**src/rtl/framing_sched.sv**
```systemverilog
// framing_sched: arbitrates two frame requesters and sequences the granted one
// through a PHY framer (start strobe, SHR wait, PHR, PSDU bytes, FCS wait, gap).
// Optional build macro FRAMING_SCHED_TIMEOUT_EN bounds FCS_WAIT to FCS_TIMEOUT
// cycles and pulses err on expiry; without it err is tied low and FCS_WAIT
// waits for the framer indefinitely.
module framing_sched #(
   parameter int IFS_CYCLES  = 4,
   parameter int FCS_TIMEOUT = 20
) (
   input  logic       clk,
   input  logic       reset_n,
   input  logic [1:0] req,
   input  logic [6:0] len0,
   input  logic [6:0] len1,
   input  logic [7:0] din0,
   input  logic [7:0] din1,
   output logic [1:0] grant,
   output logic [1:0] byte_rd,
   output logic [1:0] done,
   output logic       busy,
   output logic [7:0] frm_din,
   output logic       frm_indicator,
   input  logic       frm_next_indicator,
   output logic       err
);

   localparam int SHR_CYCLES = 80;
   // One shared cycle counter serves SHR_WAIT, GAP and (optionally) FCS_WAIT.
   localparam int MAX_A   = (IFS_CYCLES > SHR_CYCLES) ? IFS_CYCLES : SHR_CYCLES;
   localparam int CNT_MAX = (FCS_TIMEOUT > MAX_A) ? FCS_TIMEOUT : MAX_A;
   localparam int CNT_W   = $clog2(CNT_MAX);
   localparam logic [CNT_W-1:0] SHR_LAST = CNT_W'(SHR_CYCLES - 1);
   localparam logic [CNT_W-1:0] GAP_LAST = CNT_W'(IFS_CYCLES - 1);
`ifdef FRAMING_SCHED_TIMEOUT_EN
   localparam logic [CNT_W-1:0] TMO_LAST = CNT_W'(FCS_TIMEOUT - 1);
`endif

   typedef enum logic [2:0] {
      IDLE, START, SHR_WAIT, PHR, PSDU, FCS_WAIT, GAP
   } state_e;

   state_e           state_q, state_d;
   logic [1:0]       grant_q, grant_d;
   logic [6:0]       len_q, len_d;
   logic [6:0]       byte_q, byte_d;
   logic [2:0]       bit_q, bit_d;
   logic [CNT_W-1:0] cnt_q, cnt_d;
   logic             last_q, last_d;   // 1: requester 1 served last, so 0 wins a tie

   // State register: every piece of sequential state, cleared asynchronously.
   always_ff @(posedge clk or negedge reset_n) begin
      if (!reset_n) begin
         state_q <= IDLE;
         grant_q <= '0;
         len_q   <= '0;
         byte_q  <= '0;
         bit_q   <= '0;
         cnt_q   <= '0;
         last_q  <= 1'b1;
      end else begin
         // NOTE: non-blocking so every register samples the pre-edge values.
         state_q <= state_d;
         grant_q <= grant_d;
         len_q   <= len_d;
         byte_q  <= byte_d;
         bit_q   <= bit_d;
         cnt_q   <= cnt_d;
         last_q  <= last_d;
      end
   end

   // Next-state logic: arbitration, phase sequencing and counters.
   always_comb begin
      // NOTE: hold-by-default assignments keep this block free of latches.
      state_d = state_q;
      grant_d = grant_q;
      len_d   = len_q;
      byte_d  = byte_q;
      bit_d   = bit_q;
      cnt_d   = cnt_q;
      last_d  = last_q;
      case (state_q)
         IDLE: begin
            if (|req) begin
               state_d = START;
               cnt_d   = '0;
               bit_d   = '0;
               byte_d  = '0;
               if (req[0] && (!req[1] || last_q)) begin
                  grant_d = 2'b01;
                  len_d   = len0;
                  last_d  = 1'b0;
               end else begin
                  grant_d = 2'b10;
                  len_d   = len1;
                  last_d  = 1'b1;
               end
            end
         end
         START: state_d = SHR_WAIT;
         SHR_WAIT: begin
            if (cnt_q == SHR_LAST) begin
               state_d = PHR;
               cnt_d   = '0;
            end else begin
               cnt_d = cnt_q + CNT_W'(1);
            end
         end
         PHR: begin
            bit_d = bit_q + 3'd1;
            if (bit_q == 3'd7) state_d = (len_q == '0) ? FCS_WAIT : PSDU;
         end
         PSDU: begin
            bit_d = bit_q + 3'd1;
            if (bit_q == 3'd7) begin
               if (byte_q == len_q - 7'd1) state_d = FCS_WAIT;
               else                        byte_d  = byte_q + 7'd1;
            end
         end
         FCS_WAIT: begin
            if (frm_next_indicator) begin
               state_d = GAP;
               grant_d = '0;
               cnt_d   = '0;
            end
`ifdef FRAMING_SCHED_TIMEOUT_EN
            else if (cnt_q == TMO_LAST) begin
               state_d = GAP;
               grant_d = '0;
               cnt_d   = '0;
            end else begin
               cnt_d = cnt_q + CNT_W'(1);
            end
`endif
         end
         GAP: begin
            if (cnt_q == GAP_LAST) begin
               state_d = IDLE;
               cnt_d   = '0;
            end else begin
               cnt_d = cnt_q + CNT_W'(1);
            end
         end
         default: state_d = IDLE;
      endcase
   end

   assign grant = grant_q;
   assign busy  = (state_q != IDLE);

   // Output decode: framer data/strobe and per-requester pulses from the current phase.
   always_comb begin
      byte_rd       = '0;
      done          = '0;
      err           = 1'b0;
      frm_din       = '0;
      frm_indicator = 1'b0;
      case (state_q)
         START: frm_indicator = 1'b1;
         PHR: begin
            frm_din       = {1'b0, len_q};
            frm_indicator = (len_q == '0) && (bit_q == 3'd7);
         end
         PSDU: begin
            frm_din = grant_q[1] ? din1 : din0;
            if (bit_q == 3'd7) begin
               byte_rd       = grant_q;
               frm_indicator = (byte_q == len_q - 7'd1);
            end
         end
         FCS_WAIT: begin
            if (frm_next_indicator) done = grant_q;
`ifdef FRAMING_SCHED_TIMEOUT_EN
            err = !frm_next_indicator && (cnt_q == TMO_LAST);
`endif
         end
         default: ;
      endcase
   end

endmodule

```
**config.mk**
```make
export PLATFORM = sky130hd
export DESIGN_NAME = framing_sched
export DESIGN_NICKNAME = d
export VERILOG_FILES = /design/src/rtl/framing_sched.sv
export SDC_FILE = /design/constraint.sdc
export NUM_CORES = 1
export LEC_CHECK = 0
export BUFFER_PORTS_ARGS = -buffer_cell sky130_fd_sc_hd__buf_4
export CORE_MARGIN = 2
export CORE_UTILIZATION = 46
export DETAILED_ROUTE_END_ITERATION = 16
export HOLD_SLACK_MARGIN = 0.08
export PLACE_DENSITY = 0.72
export SYNTH_ARGS = -nofsm -noshare
export SYNTH_HDL_FRONTEND = slang
export SYNTH_SLANG_ARGS = --single-unit
```
**constraint.sdc**
```tcl
create_clock -name clk -period 3.5 [get_ports clk]
set_input_delay 0.175 -clock clk [delete_from_list [all_inputs] [get_ports clk]]
set_output_delay 0.175 -clock clk [all_outputs]
set_load 0.01 [all_outputs]
```
After elaboration in Yosys (flattened, before gate mapping) --
Cells that the tools add are included.
Storage, ports and cells: word-level logic and storage cells 81, flip-flop bits (word level) 30, input bits 35
Operators by class: add/sub/neg operators 4, equal/unequal tests 18, reductions and logical operators 19, mux-type cells 33
Operators by type and width (number):
- 7-bit 2-to-1 mux | 7
- 7-bit case mux with 4 select lines | 1
- 3-bit 2-to-1 mux | 8
- 3-bit case mux with 7 select lines | 1
- 2-bit != test (second input constant) | 8
- 8-bit case mux with 2 select lines | 1
- 7-bit by 1-bit adder with 7-bit output (second input constant) | 2
- 2-bit 2-to-1 mux | 7
- 7-bit case mux with 2 select lines | 1
- 3-bit == test (second input constant) | 4
- 8-bit 2-to-1 mux | 1
- 7-bit by 2-bit == test with 1-bit output (second input constant) | 1
- 7-bit == test | 1
- 7-bit == test (second input constant) | 1
- 7-bit logical NOT | 1
- 7-bit AND reduction | 1
- 7-bit by 1-bit subtractor with 7-bit output (second input constant) | 1
- 3-bit by 2-bit == test with 1-bit output (second input constant) | 2
- 3-bit case mux with 2 select lines | 1
- 3-bit AND reduction | 2
- 2-bit nonzero test | 3
- 2-bit case mux with 2 select lines | 1
- 2-bit AND reduction | 2
- 4-bit AND reduction | 1
- 11 further kinds | 15

Depth between registers and ports, before layout --
depth after elaboration 6, gate-level depth with buffers 9, depth with buffers taken out 8

Worst setup path after synthesis --
Ideal clock, no wire load.
kind flip-flop to output port, from register len_q[0], to output port frm_indicator, cell stages (with the launch flop) 9, data arrival time 2.053 ns, data required time 3.325 ns, buffers on the path 1, setup slack 1.272 ns, cell sequence dfrtp_1 > inv_1 > ha_1 > or4b_4 > o21a_1 > nor4_1 > o2111ai_1 > buf_4 > o221ai_1
Between the ends: cells in the longest elaborated chain, start to end 4, elaborated cells between the ends (all ways) 6, classes of those cells 1 x add/sub; 1 x eq/ne; 2 x mux; 2 x reduce/logical
RTL lines:
- from (decl) | RTL line 44 | logic [6:0] len_q, len_d;
- from (signal assigned) | RTL line 64 | len_q <= len_d;
- 7-bit by 1-bit subtractor with 7-bit output | RTL line 168 | frm_indicator = (byte_q == len_q - 7'd1);
- 7-bit == test | RTL line 168
- 1-bit 2-to-1 mux | RTL line 166 | if (bit_q == 3'd7) begin
- 1-bit case mux with 3 select lines (*) | RTL line 158 | case (state_q)
- to (decl) | RTL line 22 | output logic frm_indicator,
Mark *: on every way between the ends. The rest lies on a longest branch, timed or not.

Worst setup path after layout --
Same ends and word-level chain as after synthesis.

==> metrics <==
result of the run=finished clean; Mapped Avg Cell Area=8.32 um^2; startpoint kind of the worst setup timing path=flop; met2 global-route usage=0.358; Seq/Total Area, Yosys=0.373; hold_ws=0.186 ns; vias in the first global route=1860; total routing usage reported by global routing=0.214; final routed wirelength across all metal layers=5050 um; number of synthesized flops with an enable pin=0; number of slew-limit violations in the final report=0; number of cells on the worst hold path=3; Post-Place Cell Area=2400 um^2; data arrival at the endpoint of the critical path=2.82 ns; area occupied by registers=752 um^2; fin cells=between 300 and 400; worst relative slew slack=0.450; via-per-instance ratio=5.70; placed instance count=332; CTS sink cnt=30; placement row count=24; slowest stage delay, CP=0.47 ns; top cells by area in the synthesized netlist=sky130_fd_sc_hd__dfrtp_1, sky130_fd_sc_hd__mux2i_1, sky130_fd_sc_hd__o21ai_0, sky130_fd_sc_hd__nand2_1, sky130_fd_sc_hd__nor2_1; total of flip-flops plus latches after synthesis=30; final clock period utilization by the worst path=0.857; total chip power=1.72 mW; CP max-delay cell=sky130_fd_sc_hd__or4b_4; filler cell count=slightly above 400; worst reg-to-reg setup slack=a little over 0.8 ns; Top-Level Pins=52; Cell Chain, Critical Path=inv_1 -> ha_1 -> or4b_4 -> o21a_1 -> nor4_1 -> o2111ai_1 -> o221ai_1 -> buf_4; max-cap violation count=0; initial drt markers=126; die height=70.2 um; biggest fanout along the worst timing path=11; Root Buffer Master=sky130_fd_sc_hd__clkbuf_8; CP Class=flop to primary output; final HPWL from detailed placement=3630 um; Req. time, crit path=3.32 ns; Finished Cell Area=2490 um^2; RePlAce Congestion=0.848; fraction of met1 tracks used by global routing=0.272; setup fix buffers added after clock tree synthesis=0; TritonCTS clock tree=done; count of antenna-violating nets left after detailed routing=0; Clock transition at path regs=0.06 ns; maximum clock frequency=about 330 MHz; Ys Warns=0; peak-usage layer in the global routing report=met2; worst reg-to-reg path cell count=8; net count of the mapped netlist=approximately 280; via count=between 1.5k and 2k; Sum Neg Setup Slack=0 ns; maximum VDD drop=0.465 mV; number of hold-slack violations in the final timing report=0; most instantiated library cell after synthesis=sky130_fd_sc_hd__nand2_1; area growth from synthesis to final layout=23.7%; initial core utilization=0.469; post-layout net count=328; origin of the worst min-delay path=len1[5]; terminating pin of the worst hold path=len_q[5]$_DFFE_PN0P_; largest net degree at the start of global routing=31; Synth top cells by count=sky130_fd_sc_hd__nand2_1, sky130_fd_sc_hd__dfrtp_1, sky130_fd_sc_hd__o21ai_0, sky130_fd_sc_hd__nor2_1, sky130_fd_sc_hd__mux2i_1; wire length of the first global-routing pass=between 8000 and 9000 um; path category of the worst min-delay check=input pin to flop; Tmin final=3.00 ns; dominant cell type by area after synthesis=sky130_fd_sc_hd__dfrtp_1; met3 Usage GRT=0.0635; Worst Max-Slew Pin Slew=0.824 ns; clock latency reported for the late side of the worst-skew pair=0.29 ns; total die area=4920 um^2; cell area power density=690 nW/um^2; worst slack at placement=0.831 ns; main flop type after synthesis=sky130_fd_sc_hd__dfrtp_1; drt first pass iters=5; area of the core=between 4000 and 5000 um^2; maximum buffer depth of the clock tree=2; fraction of registers with async set/reset=1.00; setup repair after global routing missed its margin=no; cell area after synthesis=2010 um^2; DRC violation count after routing=0; final setup violation count=0; number of H-tree branching levels=2; terminus of the critical flop-to-flop path=byte_q[5]$_DFFE_PN0P_; Synth Instances=242; final core utilization=0.580; leakage power=approximately 1.2 nW; n_diodes=0; Remaining Overflow, GRT=0; proportion of layout cells with a drive suffix above 1=0.219; number of different library cells in the post-synthesis netlist=46; WL per Instance=14.9 um; area of the multi-input gates=1170 um^2; Final Skew=around 0.0052 ns; start of the worst register-to-register path=len_q[0]$_DFFE_PN0P_; number of buffer cells added on primary ports=50; number of buffers created by CTS=5; initial antenna violation count=0; top-area cell type share of the netlist area=0.360; least setup slack across all paths after layout=0.500 ns; Chip Width=70.2 um; Critical Path End Type=primary output
==> critical path: cells and delay by family (launching register included) <==
family | cells | cell delay, ns
flops | 1 | 0.41
compound gates | 3 | 0.97
simple gates | 2 | 0.71
buf+inv | 2 | 0.26
fa+ha+maj | 1 | 0.18
==> sequential cells by signal, summed over array words and instances, names as in the netlist <==
register	flops
last_q	1
state_q	3
cnt_q	7
bit_q	3
grant	2
byte_q	7
len_q	7
==> what timing repair did <==
action,4_1_cts,5_1_grt
hold buffers,1,0
setup endpoints to repair,0,0
endpoints found under the hold margin,29,0
gates resized for setup,0,0
==> report_power, final <==
part | internal [mW] | switching [mW] | total, mW
clock | 0.133 | 0.133 | 0.267
sequential | 0.447 | 0.178 | 0.625
combinational | 0.388 | 0.438 | 0.826
total | 0.969 | 0.749 | 1.72
==> kinds of logic (layout without fill, tap and decap cells) <==
group                      Yosys count  after routing  share of synthesized area
and+or+nand+nor                     95             95                      0.228
DFF                                 30             30                      0.373
xor gates and xnor gates             7              7                     0.0304
muxes                               15             15                     0.0752
AOI/OAI and AO/OA                   67             67                      0.216
adders and majority gates            5              5                     0.0311
other                                1              1                    0.00186
buffers and inverters               22             68                     0.0447
==> layout make-up <==
class / count / area share
multi-input combinational: 190 / 0.471
sequential: 30 / 0.302
timing repair buffer: 51 / 0.155
clock buffer: 5 / 0.0276
tap: 52 / 0.0261
inverter: 10 / 0.0151
clock inverter: 2 / 0.00402
==> worst max-delay path by stage <==
stage / end / slack, ns / from / cells after the start
global route: frm_indicator / 0.27 / len_q[0]$_DFFE_PN0P_ / 8
detailed placement: frm_indicator / 0.83 / len_q[0]$_DFFE_PN0P_ / 8
CTS: frm_indicator / 0.52 / len_q[0]$_DFFE_PN0P_ / 8
floorplan: frm_indicator / 1.27 / len_q[0]$_DFFE_PN0P_ / 8
global placement: frm_indicator / 0.92 / len_q[0]$_DFFE_PN0P_ / 8
finish: frm_indicator / 0.50 / len_q[0]$_DFFE_PN0P_ / 8
==> routing by layer <==
layer | vias to the layer above | wire length, um
li1 | 964 | -
met1 | 926 | 2380
met2 | 43 | 2410
met3 | 6 | 215
met4 | 0 | 42
met5 | - | 0
==> layout by cell type (no fill, tap or decap), types with 3 or more instances in the layout <==
master,instances
sky130_fd_sc_hd__buf_4,50
sky130_fd_sc_hd__nand2_1,32
sky130_fd_sc_hd__dfrtp_1,29
sky130_fd_sc_hd__o21ai_0,26
sky130_fd_sc_hd__nor2_1,21
sky130_fd_sc_hd__mux2i_1,14
sky130_fd_sc_hd__inv_1,10
sky130_fd_sc_hd__a22oi_1,10
sky130_fd_sc_hd__nand3_1,10
sky130_fd_sc_hd__nor2b_1,5
sky130_fd_sc_hd__o22ai_1,5
sky130_fd_sc_hd__xnor2_1,5
sky130_fd_sc_hd__and3_1,5
sky130_fd_sc_hd__ha_1,5
sky130_fd_sc_hd__clkbuf_8,5
sky130_fd_sc_hd__nor3_1,4
sky130_fd_sc_hd__a21oi_1,4
sky130_fd_sc_hd__o21a_1,4
sky130_fd_sc_hd__nand2b_1,3
sky130_fd_sc_hd__nor4_1,3
sky130_fd_sc_hd__a31oi_1,3
Note: power is estimated with default switching activity, not from simulation.
